--- src/rtl/sub_chunked_seq_if.sv ---
// Chunk-stream bundle for sub_chunked_seq: start, input a/b handshake, output c handshake and status.
// With SUB_ZERO_FLAG_EN defined the bundle also carries eq.
interface sub_chunked_seq_if #(
    parameter int W = 16
);
    logic         start;
    logic         in_valid;
    logic         in_ready;
    logic [W-1:0] a;
    logic [W-1:0] b;
    logic [W-1:0] c;
    logic         out_valid;
    logic         out_ready;
    logic         out_last;
    logic         borrow_out;
    logic         busy;
`ifdef SUB_ZERO_FLAG_EN
    logic         eq;

    modport slave (
        input  start, in_valid, a, b, out_ready,
        output in_ready, c, out_valid, out_last, borrow_out, busy, eq
    );
    modport master (
        output start, in_valid, a, b, out_ready,
        input  in_ready, c, out_valid, out_last, borrow_out, busy, eq
    );
`else
    modport slave (
        input  start, in_valid, a, b, out_ready,
        output in_ready, c, out_valid, out_last, borrow_out, busy
    );
    modport master (
        output start, in_valid, a, b, out_ready,
        input  in_ready, c, out_valid, out_last, borrow_out, busy
    );
`endif
endinterface

--- src/rtl/sub_chunked_seq.sv ---
// Chunk-serial N-bit subtractor c = a - b, least-significant chunk first, borrow chained across beats.
// Optional SUB_ZERO_FLAG_EN adds eq (a == b over all N bits, presented with out_last).
module sub_chunked_seq #(
    parameter int N  = 256,
    parameter int CC = 16
) (
    input  logic             clk,
    input  logic             rst,
    sub_chunked_seq_if.slave bus
);
    localparam int W  = N / CC;
    localparam int CW = (CC > 1) ? $clog2(CC) : 1;
    localparam logic [CW-1:0] LAST_CNT = CW'(CC - 1);

    typedef enum logic [1:0] {IDLE, RUN, DRAIN} state_t;

    state_t        r_state;
    logic [CW-1:0] r_cnt;
    logic          r_borrow;
    logic [W-1:0]  r_c;
    logic          r_out_valid;
    logic          r_out_last;
    logic          r_borrow_out;

    logic          w_in_ready;
    logic          w_accept;
    logic          w_xfer;
    logic          w_last;
    logic [W:0]    w_diff;

    // Top bit of the W+1-bit result is the borrow into the next chunk.
    function automatic logic [W:0] sub_chunk(input logic [W-1:0] x, input logic [W-1:0] y,
                                             input logic bin);
        return {1'b0, x} - {1'b0, y} - {{W{1'b0}}, bin};
    endfunction

    assign w_in_ready = (r_state == RUN) && (!r_out_valid || bus.out_ready);
    assign w_accept   = bus.in_valid && w_in_ready;
    assign w_xfer     = r_out_valid && bus.out_ready;
    assign w_last     = (r_cnt == LAST_CNT);
    assign w_diff     = sub_chunk(bus.a, bus.b, r_borrow);

    assign bus.in_ready   = w_in_ready;
    assign bus.c          = r_c;
    assign bus.out_valid  = r_out_valid;
    assign bus.out_last   = r_out_last;
    assign bus.borrow_out = r_borrow_out;
    assign bus.busy       = (r_state != IDLE);

`ifdef SUB_ZERO_FLAG_EN
    logic r_flag;
    assign bus.eq = r_out_last & r_flag;
`endif

    always_ff @(posedge clk or negedge rst) begin
        if (!rst) begin
            r_state      <= IDLE;
            r_cnt        <= '0;
            r_borrow     <= 1'b0;
            r_c          <= '0;
            r_out_valid  <= 1'b0;
            r_out_last   <= 1'b0;
            r_borrow_out <= 1'b0;
`ifdef SUB_ZERO_FLAG_EN
            r_flag       <= 1'b0;
`endif
        end else begin
            case (r_state)
                IDLE: begin
                    if (bus.start) begin
                        r_state      <= RUN;
                        r_cnt        <= '0;
                        r_borrow     <= 1'b0;
                        r_borrow_out <= 1'b0;
`ifdef SUB_ZERO_FLAG_EN
                        r_flag       <= 1'b1;
`endif
                    end
                end
                RUN:     if (w_accept && w_last) r_state <= DRAIN;
                DRAIN:   if (w_xfer) r_state <= IDLE;
                default: r_state <= IDLE;
            endcase

            // A new chunk wins over a plain transfer so back-to-back beats keep out_valid high.
            if (w_accept) begin
                r_c         <= w_diff[W-1:0];
                r_borrow    <= w_diff[W];
                r_out_valid <= 1'b1;
                r_out_last  <= w_last;
                r_cnt       <= w_last ? '0 : r_cnt + 1'b1;
                if (w_last) r_borrow_out <= w_diff[W];
`ifdef SUB_ZERO_FLAG_EN
                r_flag      <= r_flag & (w_diff[W-1:0] == '0);
`endif
            end else if (w_xfer) begin
                r_out_valid <= 1'b0;
                r_out_last  <= 1'b0;
            end
        end
    end
endmodule

--- src/flat_wrapper.sv ---
// flat-port wrapper written by rule: the top's interface ports become plain ports
module sub_chunked_seq_flat 
#(
    parameter int N  = 256,
    parameter int CC = 16
)
  (clk, rst, bus_start, bus_in_valid, bus_a, bus_b, bus_out_ready, bus_in_ready, bus_c, bus_out_valid, bus_out_last, bus_borrow_out, bus_busy);
  sub_chunked_seq_if #(.W((N / CC))) bus_i ();
  input  logic clk;
  input  logic rst;
  input wire logic [$bits(bus_i.start)-1:0] bus_start;
  input wire logic [$bits(bus_i.in_valid)-1:0] bus_in_valid;
  input wire logic [$bits(bus_i.a)-1:0] bus_a;
  input wire logic [$bits(bus_i.b)-1:0] bus_b;
  input wire logic [$bits(bus_i.out_ready)-1:0] bus_out_ready;
  output wire logic [$bits(bus_i.in_ready)-1:0] bus_in_ready;
  output wire logic [$bits(bus_i.c)-1:0] bus_c;
  output wire logic [$bits(bus_i.out_valid)-1:0] bus_out_valid;
  output wire logic [$bits(bus_i.out_last)-1:0] bus_out_last;
  output wire logic [$bits(bus_i.borrow_out)-1:0] bus_borrow_out;
  output wire logic [$bits(bus_i.busy)-1:0] bus_busy;
  assign bus_i.start = bus_start;
  assign bus_i.in_valid = bus_in_valid;
  assign bus_i.a = bus_a;
  assign bus_i.b = bus_b;
  assign bus_i.out_ready = bus_out_ready;
  assign bus_in_ready = bus_i.in_ready;
  assign bus_c = bus_i.c;
  assign bus_out_valid = bus_i.out_valid;
  assign bus_out_last = bus_i.out_last;
  assign bus_borrow_out = bus_i.borrow_out;
  assign bus_busy = bus_i.busy;
  sub_chunked_seq #(.N(N), .CC(CC)) u_core (.clk(clk), .rst(rst), .bus(bus_i));
endmodule
--- config.mk ---
export PLATFORM = sky130hd
export DESIGN_NAME = sub_chunked_seq_flat
export DESIGN_NICKNAME = d
export VERILOG_FILES = /design/src/rtl/sub_chunked_seq_if.sv /design/src/rtl/sub_chunked_seq.sv /design/src/flat_wrapper.sv
export SDC_FILE = /design/constraint.sdc
export NUM_CORES = 1
export LEC_CHECK = 0
export BUFFER_PORTS_ARGS = -buffer_cell sky130_fd_sc_hd__buf_4
export CORE_AREA = 2 2 76 78
export CTS_CLUSTER_SIZE = 28
export DETAILED_ROUTE_END_ITERATION = 10
export DIE_AREA = 0 0 78 80
export GPL_TIMING_DRIVEN = 0
export PLACE_DENSITY = 0.59
export SYNTH_ARGS = -nofsm -noshare
export SYNTH_HDL_FRONTEND = slang
export SYNTH_SLANG_ARGS = --single-unit
--- constraint.sdc ---
create_clock -name clk -period 3.91 [get_ports clk]
set_input_delay 0.1955 -clock clk [delete_from_list [all_inputs] [get_ports clk]]
set_output_delay 0.1955 -clock clk [all_outputs]
set_load 0.005 [all_outputs]
======== Yosys cells after proc, flatten, opt, wreduce, memory -nomap -nowiden ========
Cells that the tools add are included.
operators by class
  mux-type cells .......................... 18
  eq/ne operators ......................... 6
  $add $sub $neg .......................... 3
  reductions and logical operators ........ 13
operator list
  operator               count
  $sub A16 B16 Y17       1
  $sub A17 B1 Y17        1
  $mux W4                4
  $mux W1                10
  $reduce_bool A2 Y1     4
  $mux W2                3
  $pmux W2 S3            1
  $add A4 B1 Y4 const B  1
  $eq A4 B4 Y1 const B   1
  $logic_and A1 B1 Y1    4
  $ne A2 B2 Y1 const B   2
  $reduce_and A3 Y1      1
  $eq A2 B1 Y1 const B   1
  $eq A2 B2 Y1 const B   1
  $logic_not A2 Y1       1
  $ne A2 B1 Y1 const B   1
  $reduce_and A2 Y1      1
  $logic_not A1 Y1       1
  $logic_or A1 B1 Y1     1
word-level totals
  logic and storage cells ................. 47
  bits in registers ....................... 26

======== Longest topological paths before layout ========
Gate-level depths: netlist of the first run.
  depth in word-level cells ............... 7
  gate-level depth with buffers ........... 11
  gate-level depth less buffers ........... 11

======== Worst setup path after synthesis of the first run ========
OpenSTA, ideal clock, no wires.
  kind .................................... flip-flop to flip-flop
  start ................................... reg u_core.r_borrow
  end ..................................... reg u_core.r_borrow
  clock period less this slack ............ 2.309 ns
  setup slack ............................. 1.601 ns
  required time ........................... 3.776 ns
  arrival time ............................ 2.176 ns
  stages on the path, launching flop included .. 11
  path buffers ............................ 0
  path through ............................ dfrtp_1 > inv_1 > fa_1 > fa_1 > nand2b_1 > a21oi_1 > a2111o_1 > a22o_1 > o21ai_2 > xor2_1 > o21ai_0
between the ends
  longest elaborated chain between the ends .. 2
RTL lines
  item                    line                   RTL
  start, declared         sub_chunked_seq.sv:19  logic r_borrow;
  start signal, assigned  sub_chunked_seq.sv:88  r_borrow <= w_diff[W];
  $sub A17 B1 Y17         sub_chunked_seq.sv:34  return {1'b0, x} - {1'b0, y} - {{W{1'b0}}, bin};
  $mux W1                 sub_chunked_seq.sv:86  if (w_accept) begin
No other way between the ends.
A chain may end at the register's enable or synchronous reset.

======== Worst setup path in the final report of the first run ========
Same ends and word-level chain as after synthesis.

==> flow_metrics.env, run 1 <==
export IMPL_synth_top_family_by_area="adder cells"
export IMPL_final_common_cell="buf_4"
export IMPL_start_kind="flop"
export IMPL_clk_pin_slew_ns=0.08
export IMPL_drt_vias_per_instance=4.67
export IMPL_vias=1826
export IMPL_nets=390
export IMPL_drive_gt1_frac=0.201
export IMPL_avgRoutedWirePerCell_um=10.8
export IMPL_cts_setup_buffers=0
export IMPL_post_route_drc_count=0
export IMPL_power_density_nw_per_um2=396
export IMPL_final_area_sq_um=2680
export IMPL_stdcell_count=391
export IMPL_synth_seq_cells=26
export IMPL_seqCellArea_sq_um=651
export IMPL_synthMuxAreaShare=0.00542
export IMPL_timing_fmax_ghz=0.378
export IMPL_cp_arrival_ns=2.79
export IMPL_regToRegEndpoint="u_core.r_borrow"
export IMPL_row_count=27
export IMPL_place_congestion=0.806
export IMPL_dp_final_hpwl_um=3490
export IMPL_ios=58
export IMPL_ir_worst_vdd_uv=305
export IMPL_critPathTopFamily="compound AO/OA/AOI/OAI gates"
export IMPL_max_cap_violations=0
export IMPL_cp_buffers_inverters=1
export IMPL_first_global_vias=1732
export IMPL_crit_type="flop to flop"
export IMPL_finalPower_mw=1.06
export IMPL_dieHeight_um=80
export IMPL_yosys_area_top_type_share=0.313
export IMPL_drt_pass1_iter_count=4
export IMPL_cp_common_cell="fa_1"
export IMPL_synth_area_leader_cell="dfrtp_1"
export IMPL_cts_root_buffer="clkbuf_8"
export IMPL_worstPathMaxFanout=3
export IMPL_tritoncts="yes"
export IMPL_synth_area_per_cell_sq_um=8.09
export IMPL_ys_flop_type="dfrtp_1"
export IMPL_yosys_area_share_simple=0.152
export IMPL_min_to="u_core.r_state[0]"
export IMPL_slowest_stage="fa_1"
export IMPL_grt_setup_unrepaired="false"
export IMPL_htreeDepth=1
export IMPL_fp_dieW_um=78
export IMPL_ys_seq_area_frac=0.313
export IMPL_fin_crit_ns=2.65
export IMPL_end_kind="flop"
export IMPL_grt_pass1_wl_um=7520
export IMPL_setup_tns_ns=0
export IMPL_hold_ws_ns=0.212
export IMPL_status="finished, final reports clean"
export IMPL_hold_path_class="primary input to flop"
export IMPL_synth_area_leaders="dfrtp_1, ha_1, inv_1, nand2_1, o21ai_0"
export IMPL_placed_area_sq_um=2600
export IMPL_syn_area_sq_um=2080
export IMPL_leakagePower_nw=1.43
export IMPL_grt_max_degree=27
export IMPL_clock_skew_ns=0.00665
export IMPL_antenna_found_initial=0
export IMPL_syn_num_nets=327
export IMPL_port_buffers=57
export IMPL_worstHoldStart="bus_start"
export IMPL_drtAntennaViolNets=0
export IMPL_clock_sinks=26
export IMPL_initial_utilization=0.385
export IMPL_worst_pin_slew_ns=0.484
export IMPL_crit_chain="inv_1 > fa_1 > fa_1 > nand2b_1 > a21oi_1 > a2111o_1 > a22o_1 > o21ai_2 > xor2_1 > o21ai_0"
export IMPL_final_cell_mix="buf_4, inv_1, nand2_1"
export IMPL_ys_warn_count=0
export IMPL_synthAdderAreaFrac=0.206
export IMPL_coreArea_sq_um=5410
export IMPL_hold_viol=0
export IMPL_finalWirelength_um=4230
export IMPL_finalCritPeriodShare=0.677
export IMPL_hold_depth=3
export IMPL_synthXorXnorAreaFrac=0.0632
export IMPL_grt_ovfl_total=0
export IMPL_timing_rr_start="u_core.r_borrow"
export IMPL_filler_cell_count=574
export IMPL_setup_viol=0
export IMPL_area_growth_pct=28.8
export IMPL_synth_cell_types=32
export IMPL_dp_cells=386
export IMPL_grtUsageTotal=0.146
export IMPL_relSlewSlack=0.677
export IMPL_insertion_delay_ns=0.27
export IMPL_rrSetupSlack_ns=1.26
export IMPL_rr_worst_depth=10
export IMPL_netlist_instances=257
export IMPL_die_area_sq_um=6240
export IMPL_synth_compound_area_frac=0.162
export IMPL_drv_slew=0
export IMPL_first_iter_violations=51
export IMPL_insertedDiodeCount=0
export IMPL_max_stage_delay_ns=0.41
export IMPL_multi_input_area_sq_um=1220
export IMPL_async_flop_share=1.00
export IMPL_synth_edff_count=0
export IMPL_crit_start="u_core.r_borrow"
export IMPL_required_ns=4.05
export IMPL_clock_path_buffers=2
export IMPL_cts_buffers=3
==> what timing repair did <==
action	in CTS	in global routing
gates resized for setup	0	0
hold buffers	1	0
hold endpoints to repair	26	0
==> cell type report <==
cell class,instances,share of cell area
clock buffers,3,0.0154
clock inverters,1,0.0112
multi-input cells,177,0.457
plain buffers,4,0.00607
inverters,50,0.0701
flip-flops and latches,26,0.243
repair buffers,58,0.163
well taps,72,0.0336
==> sequential cells by signal, summed over array words and instances (netlist names) <==
register	count
u_core.bus.out_last	1
u_core.bus.c	16
u_core.r_cnt	4
u_core.r_state	2
u_core.bus.borrow_out	1
u_core.r_borrow	1
u_core.bus.out_valid	1
==> cells by family (layout without fill, tap and decap cells) <==
kind of cell | count (synthesis) | count (layout)
AOI/OAI and AO/OA | 58 | 58
xor gates and xnor gates | 15 | 15
adders and majority gates | 33 | 33
buffers and inverters | 54 | 116
DFF | 26 | 26
muxes | 1 | 1
and+or+nand+nor | 70 | 70
==> per-stage QoR <==
stage | util | setup slack, ns
floorplan | - | 1.60
global placement | 0.481 | 1.27
detailed placement | 0.481 | 1.24
CTS | 0.496 | 1.23
global route | 0.496 | 1.10
finish | 0.496 | 1.26
==> tightest hold or removal path: stages <==
cell     delay (ns)
buf_4          0.09
o21ai_0        0.07
nor2_1         0.09
==> how the worst max path moves through the flow <==
stage / endpoint / slack (ns) / depth (start not counted)
final: u_core.r_borrow / 1.26 / 10
after global routing: u_core.bus.borrow_out / 1.10 / 10
after CTS: u_core.r_borrow / 1.23 / 10
after detailed placement: u_core.r_borrow / 1.24 / 11
after global placement: u_core.r_borrow / 1.27 / 10
after floorplan: u_core.r_borrow / 1.60 / 10
==> synthesized netlist by cell type (4+ instances only) <==
master and count:
o21ai_0 24, nand3_1 6, xor2_1 6, xnor2_1 9
a21oi_1 17, inv_1 50, nand2_1 38, ha_1 31
nand2b_1 4, dfrtp_1 26, nor2_1 8, nand4_1 5
==> power breakdown <==
group / internal, mW / leakage [nW] / switching, mW / total (mW)
clock: 0.137 / 0.0357 / 0.0840 / 0.221
combinational: 0.231 / 1.07 / 0.212 / 0.444
sequential: 0.341 / 0.321 / 0.0551 / 0.396
==> routing by layer <==
layer,vias up,part of all wire,wire length (um),track usage
met5,-,0,0,0
met4,0,0.0045,19,0.0211
met3,2,0.046,196,0.0238
met2,37,0.48,2030,0.260
met1,823,0.47,1980,0.190
li1,964,-,-,-
Power figures use the tool's default switching activity.
==> inputs of run 2 (changes only) <==
--- a/config.mk
+++ b/config.mk
@@ -11,7 +11,7 @@
 export DETAILED_ROUTE_END_ITERATION = 10
 export DIE_AREA = 0 0 78 80
 export GPL_TIMING_DRIVEN = 0
-export PLACE_DENSITY = 0.59
+export PLACE_DENSITY = 0.61
 export SYNTH_ARGS = -nofsm -noshare
 export SYNTH_HDL_FRONTEND = slang
 export SYNTH_SLANG_ARGS = --single-unit
==> constraint.sdc (replaced) <==
create_clock -name clk -period 2.33 [get_ports clk]
set_input_delay 0.1165 -clock clk [delete_from_list [all_inputs] [get_ports clk]]
set_output_delay 0.1165 -clock clk [all_outputs]
set_load 0.005 [all_outputs]
==> flow_metrics.env, run 2 (same netlist as run 1, synthesis figures left out) <==
export IMPL_port_buffers=57
export IMPL_dp_final_hpwl_um=3500
export IMPL_cts_root_buffer="clkbuf_8"
export IMPL_power_density_nw_per_um2=663
export IMPL_max_cap_violations=0
export IMPL_setup_tns_ns=-0.0371
export IMPL_clock_sinks=26
export IMPL_end_kind="flop"
export IMPL_ios=58
export IMPL_relSlewSlack=0.674
export IMPL_start_kind="flop"
export IMPL_max_stage_delay_ns=0.41
export IMPL_coreArea_sq_um=5410
export IMPL_largest_reg_flops=16
export IMPL_cp_buffers_inverters=1
export IMPL_multi_input_area_sq_um=1300
export IMPL_crit_type="flop to flop"
export IMPL_insertion_delay_ns=0.27
export IMPL_tritoncts="yes"
export IMPL_insertedDiodeCount=0
export IMPL_critPathTopFamily="compound AO/OA/AOI/OAI gates"
export IMPL_place_congestion=0.818
export IMPL_grt_setup_unrepaired="true"
export IMPL_cp_common_cell="fa_2"
export IMPL_antenna_found_initial=0
export IMPL_regToRegEndpoint="u_core.r_borrow"
export IMPL_cp_arrival_ns=2.50
export IMPL_clk_pin_slew_ns=0.08
export IMPL_grt_pass1_wl_um=8000
export IMPL_grt_max_degree=27
export IMPL_worstPathMaxFanout=3
export IMPL_htreeDepth=1
export IMPL_clock_path_buffers=2
export IMPL_initial_utilization=0.385
export IMPL_crit_start="u_core.r_borrow"
export IMPL_critical_path_depth=10
export IMPL_drt_vias_per_instance=4.74
export IMPL_fin_ws_ns=-0.0224
export IMPL_grtUsageTotal=0.154
export IMPL_vias=1874
export IMPL_slowest_stage="a2111o_1"
export IMPL_seqCellArea_sq_um=651
export IMPL_status="finished with violations"
export IMPL_crit_end="u_core.r_borrow"
export IMPL_avgRoutedWirePerCell_um=11.0
export IMPL_drv_slew=0
export IMPL_row_count=27
export IMPL_hold_path_class="primary input to flop"
export IMPL_violations="negative setup slack"
export IMPL_finalCritPeriodShare=1.01
export IMPL_filler_cell_count=568
export IMPL_grt_ovfl_total=0
export IMPL_crit_chain="inv_2 > fa_2 > fa_2 > nand2b_4 > a21oi_4 > a2111o_1 > a22o_1 > o21ai_2 > xor2_2 > o21ai_1"
export IMPL_rrSetupSlack_ns=-0.02
export IMPL_clock_skew_ns=0.00226
export IMPL_required_ns=2.48
export IMPL_die_area_sq_um=6240
export IMPL_first_iter_violations=61
export IMPL_drt_pass1_iter_count=4
export IMPL_nets=394
export IMPL_first_global_vias=1774
export IMPL_worstHoldStart="bus_start"
export IMPL_setup_viol=3
export IMPL_rr_worst_depth=10
export IMPL_timing_rr_start="u_core.r_borrow"
export IMPL_stdcell_count=395
export IMPL_drive_gt1_frac=0.260
export IMPL_dp_cells=386
export IMPL_worst_pin_slew_ns=0.489
export IMPL_fp_dieW_um=78
export IMPL_area_growth_pct=33.9
export IMPL_post_route_drc_count=0
export IMPL_ir_worst_vdd_uv=403
export IMPL_finalWirelength_um=4350
export IMPL_drtAntennaViolNets=0
export IMPL_final_common_cell="buf_4"
export IMPL_leakagePower_nw=1.46
export IMPL_hold_viol=0
export IMPL_timing_fmax_ghz=0.425
export IMPL_final_cell_mix="buf_4, inv_1, nand2_1"
export IMPL_dieHeight_um=80
export IMPL_fin_crit_ns=2.35
export IMPL_cts_buffers=3
==> run 2: per-layer routing <==
layer  global-route usage  part of all wire
met5                    0                 0
met4               0.0316            0.0071
met3               0.0249             0.049
met2                0.270              0.50
met1                0.201              0.44
==> run 2: worst min path at each step <==
stage | endpoint | slack (ns) | depth (start not counted)
floorplan | u_core.bus.borrow_out | -0.18 | 0
global placement | u_core.bus.c[1] | 0.04 | 1
detailed placement | u_core.bus.c[1] | 0.04 | 1
CTS | u_core.r_state[0] | 0.13 | 3
global route | u_core.bus.out_valid | 0.14 | 3
finish | u_core.r_state[0] | 0.13 | 3
==> run 2: cell type report <==
class | instances | area share
Buffer | 4 | 0.00584
Clock buffer | 3 | 0.0148
Clock inverter | 1 | 0.0108
Inverter | 50 | 0.0674
Multi-Input combinational cell | 177 | 0.467
Sequential cell | 26 | 0.234
Tap cell | 72 | 0.0324
Timing Repair Buffer | 62 | 0.168
==> run 2: worst min-delay path: cells and delay by family <==
family                 cells  cell delay (ns)
AO/OA/AOI/OAI              1             0.07
buffers and inverters      1             0.09
AND/OR/NAND/NOR            1             0.08
==> run 2: power breakdown <==
group	switching, mW	total (mW)	internal (mW)
Sequential	0.0940	0.666	0.572
Clock	0.139	0.369	0.230
Combinational	0.389	0.811	0.423
==> run 2: what timing repair did <==
action / in CTS / in global routing
pin swaps: 12 / 11
buffers inserted: 1 / 3
hold buffers: 1 / 0
endpoints found under the setup margin: 8 / 6
resized for setup: 11 / 10
endpoints found under the hold margin: 26 / 0
==> run 2: per-stage QoR <==
| stage | util | power, mW | worst slack [ns] | hold WS, ns | area, sq um |
|---|---|---|---|---|---|
| final | 0.515 | 1.85 | -0.0224 | 0.129 | 2780 |
| after global routing | 0.515 | 2.02 | -0.144 | 0.137 | 2780 |
| after CTS | 0.503 | 1.83 | -0.0438 | 0.133 | 2720 |
| after detailed placement | 0.481 | 1.43 | -0.326 | 0.0402 | 2600 |
| after global placement | 0.481 | 1.42 | -0.303 | 0.0423 | 2600 |
| after floorplan | - | 1.11 | 0.0208 | -0.179 | 2080 |
==> inputs of run 3 (changes only) <==
--- a/config.mk
+++ b/config.mk
@@ -6,12 +6,14 @@
 export NUM_CORES = 1
 export LEC_CHECK = 0
 export BUFFER_PORTS_ARGS = -buffer_cell sky130_fd_sc_hd__buf_4
-export CORE_AREA = 2 2 76 78
+export CELL_PAD_IN_SITES_DETAIL_PLACEMENT = 1
+export CELL_PAD_IN_SITES_GLOBAL_PLACEMENT = 1
+export CORE_AREA = 2 2 82 84
 export CTS_CLUSTER_SIZE = 28
 export DETAILED_ROUTE_END_ITERATION = 10
-export DIE_AREA = 0 0 78 80
+export DIE_AREA = 0 0 84 86
 export GPL_TIMING_DRIVEN = 0
-export PLACE_DENSITY = 0.61
+export PLACE_DENSITY = 0.71
 export SYNTH_ARGS = -nofsm -noshare
 export SYNTH_HDL_FRONTEND = slang
 export SYNTH_SLANG_ARGS = --single-unit
==> flow_metrics.env, run 3 (same netlist as run 1, synthesis figures left out) <==
export IMPL_status="finished with violations"
export IMPL_violations="negative setup slack"
export IMPL_required_ns=2.49
export IMPL_drt_pass1_iter_count=4
export IMPL_tritoncts="yes"
export IMPL_grt_max_degree=27
export IMPL_timing_fmax_ghz=0.428
export IMPL_ir_worst_vdd_uv=357
export IMPL_nets=393
export IMPL_crit_type="flop to flop"
export IMPL_first_iter_violations=37
export IMPL_worstPathMaxFanout=3
export IMPL_grtUsageTotal=0.147
export IMPL_cts_buffers=3
export IMPL_first_global_vias=1955
export IMPL_insertedDiodeCount=0
export IMPL_multi_input_area_sq_um=1290
export IMPL_post_route_drc_count=0
export IMPL_insertion_delay_ns=0.28
export IMPL_grt_ovfl_total=0
export IMPL_avgRoutedWirePerCell_um=12.6
export IMPL_hold_depth=3
export IMPL_fin_ws_ns=-0.00563
export IMPL_power_density_nw_per_um2=647
export IMPL_final_cell_mix="buf_4, inv_1, nand2_1"
export IMPL_worstHoldStart="bus_start"
export IMPL_vias=1923
export IMPL_dp_final_hpwl_um=4160
export IMPL_htreeDepth=1
export IMPL_timing_rr_start="u_core.r_borrow"
export IMPL_final_common_cell="buf_4"
export IMPL_start_kind="flop"
export IMPL_area_growth_pct=32.7
export IMPL_min_to="u_core.r_state[0]"
export IMPL_die_area_sq_um=7220
export IMPL_drt_vias_per_instance=4.82
export IMPL_cp_arrival_ns=2.49
export IMPL_leakagePower_nw=1.45
export IMPL_clock_path_buffers=2
export IMPL_finalWirelength_um=5030
export IMPL_clk_pin_slew_ns=0.09
export IMPL_worst_pin_slew_ns=0.461
export IMPL_ios=58
export IMPL_rr_worst_depth=10
export IMPL_hold_path_class="primary input to flop"
export IMPL_dieHeight_um=86
export IMPL_grt_setup_unrepaired="true"
export IMPL_drtAntennaViolNets=0
export IMPL_row_count=29
export IMPL_filler_cell_count=770
export IMPL_largest_reg_flops=16
export IMPL_grt_pass1_wl_um=8800
export IMPL_finalCritPeriodShare=1.00
export IMPL_hold_viol=0
export IMPL_drv_slew=0
export IMPL_end_kind="flop"
export IMPL_setup_viol=2
export IMPL_initial_utilization=0.331
export IMPL_clock_sinks=26
export IMPL_dp_cells=391
export IMPL_port_buffers=57
export IMPL_clock_skew_ns=0.00376
export IMPL_cts_root_buffer="clkbuf_8"
export IMPL_antenna_found_initial=0
export IMPL_regToRegEndpoint="u_core.r_borrow"
export IMPL_drive_gt1_frac=0.258
export IMPL_seqCellArea_sq_um=651
export IMPL_fp_dieW_um=84
export IMPL_place_congestion=0.807
export IMPL_rrSetupSlack_ns=-0.006
export IMPL_fin_crit_ns=2.34
export IMPL_max_cap_violations=0
export IMPL_relSlewSlack=0.693
export IMPL_stdcell_count=399
export IMPL_coreArea_sq_um=6280
export IMPL_preCtsSetupSlack_ns=-0.404
[run 3: stage by stage]
step                      hold slack [ns]  area [sq um]  utilization  setup TNS [ns]  total power [mW]
after floorplan                    -0.179          2080            -               0              1.11
after global placement             0.0464          2600        0.415           -1.34              1.43
after detailed placement           0.0444          2600        0.415           -1.71              1.46
after CTS                           0.125          2730        0.435          -0.225              1.80
after global routing                0.161          2760        0.440          -0.812              1.95
final                               0.128          2760        0.440        -0.00578              1.79
[run 3: area by class of cell]
cell class	count	share of cell area
well taps	77	0.0349
inverters	50	0.0680
flip-flops and latches	26	0.236
repair buffers	61	0.167
multi-input cells	177	0.468
clock buffers	4	0.0200
plain buffers	4	0.00590
[run 3: worst max path at each step]
stage,start,end,slack (ns)
detailed placement,u_core.r_borrow,u_core.r_borrow,-0.40
global route,u_core.r_borrow,u_core.r_borrow,-0.15
floorplan,u_core.r_borrow,u_core.r_borrow,0.02
CTS,u_core.r_borrow,u_core.r_borrow,-0.12
global placement,u_core.r_borrow,u_core.r_borrow,-0.34
finish,u_core.r_borrow,u_core.r_borrow,-0.006
[run 3: where the power goes]
group | leakage, nW | total, mW | internal [mW] | switching (mW)
clock | 0.0288 | 0.298 | 0.151 | 0.147
sequential | 0.321 | 0.671 | 0.572 | 0.0991
combinational | 1.10 | 0.817 | 0.418 | 0.399
[run 3: what timing repair did]
| action | in CTS | in global routing |
|---|---|---|
| hold buffers | 1 | 0 |
| gates resized for setup | 16 | 5 |
| hold endpoints to repair | 26 | 0 |
| pin swaps | 10 | 13 |
| endpoints found under the setup margin | 9 | 8 |
| buffers inserted | 1 | 2 |
[run 3: routing by layer]
metal  GRT usage  routed length (um)
met1       0.183                2230
met4      0.0440                  59
met5           0                   0
met2       0.268                2580
met3      0.0154                 166
[run 3: worst max-delay path, cell delays in order, from the launching register on]
cell,delay [ns]
dfrtp_1,0.37
inv_2,0.06
fa_2,0.37
fa_2,0.35
nand2b_4,0.16
a21oi_4,0.16
a2111o_1,0.20
a22o_1,0.21
o21ai_2,0.09
xor2_2,0.16
o21ai_1,0.08
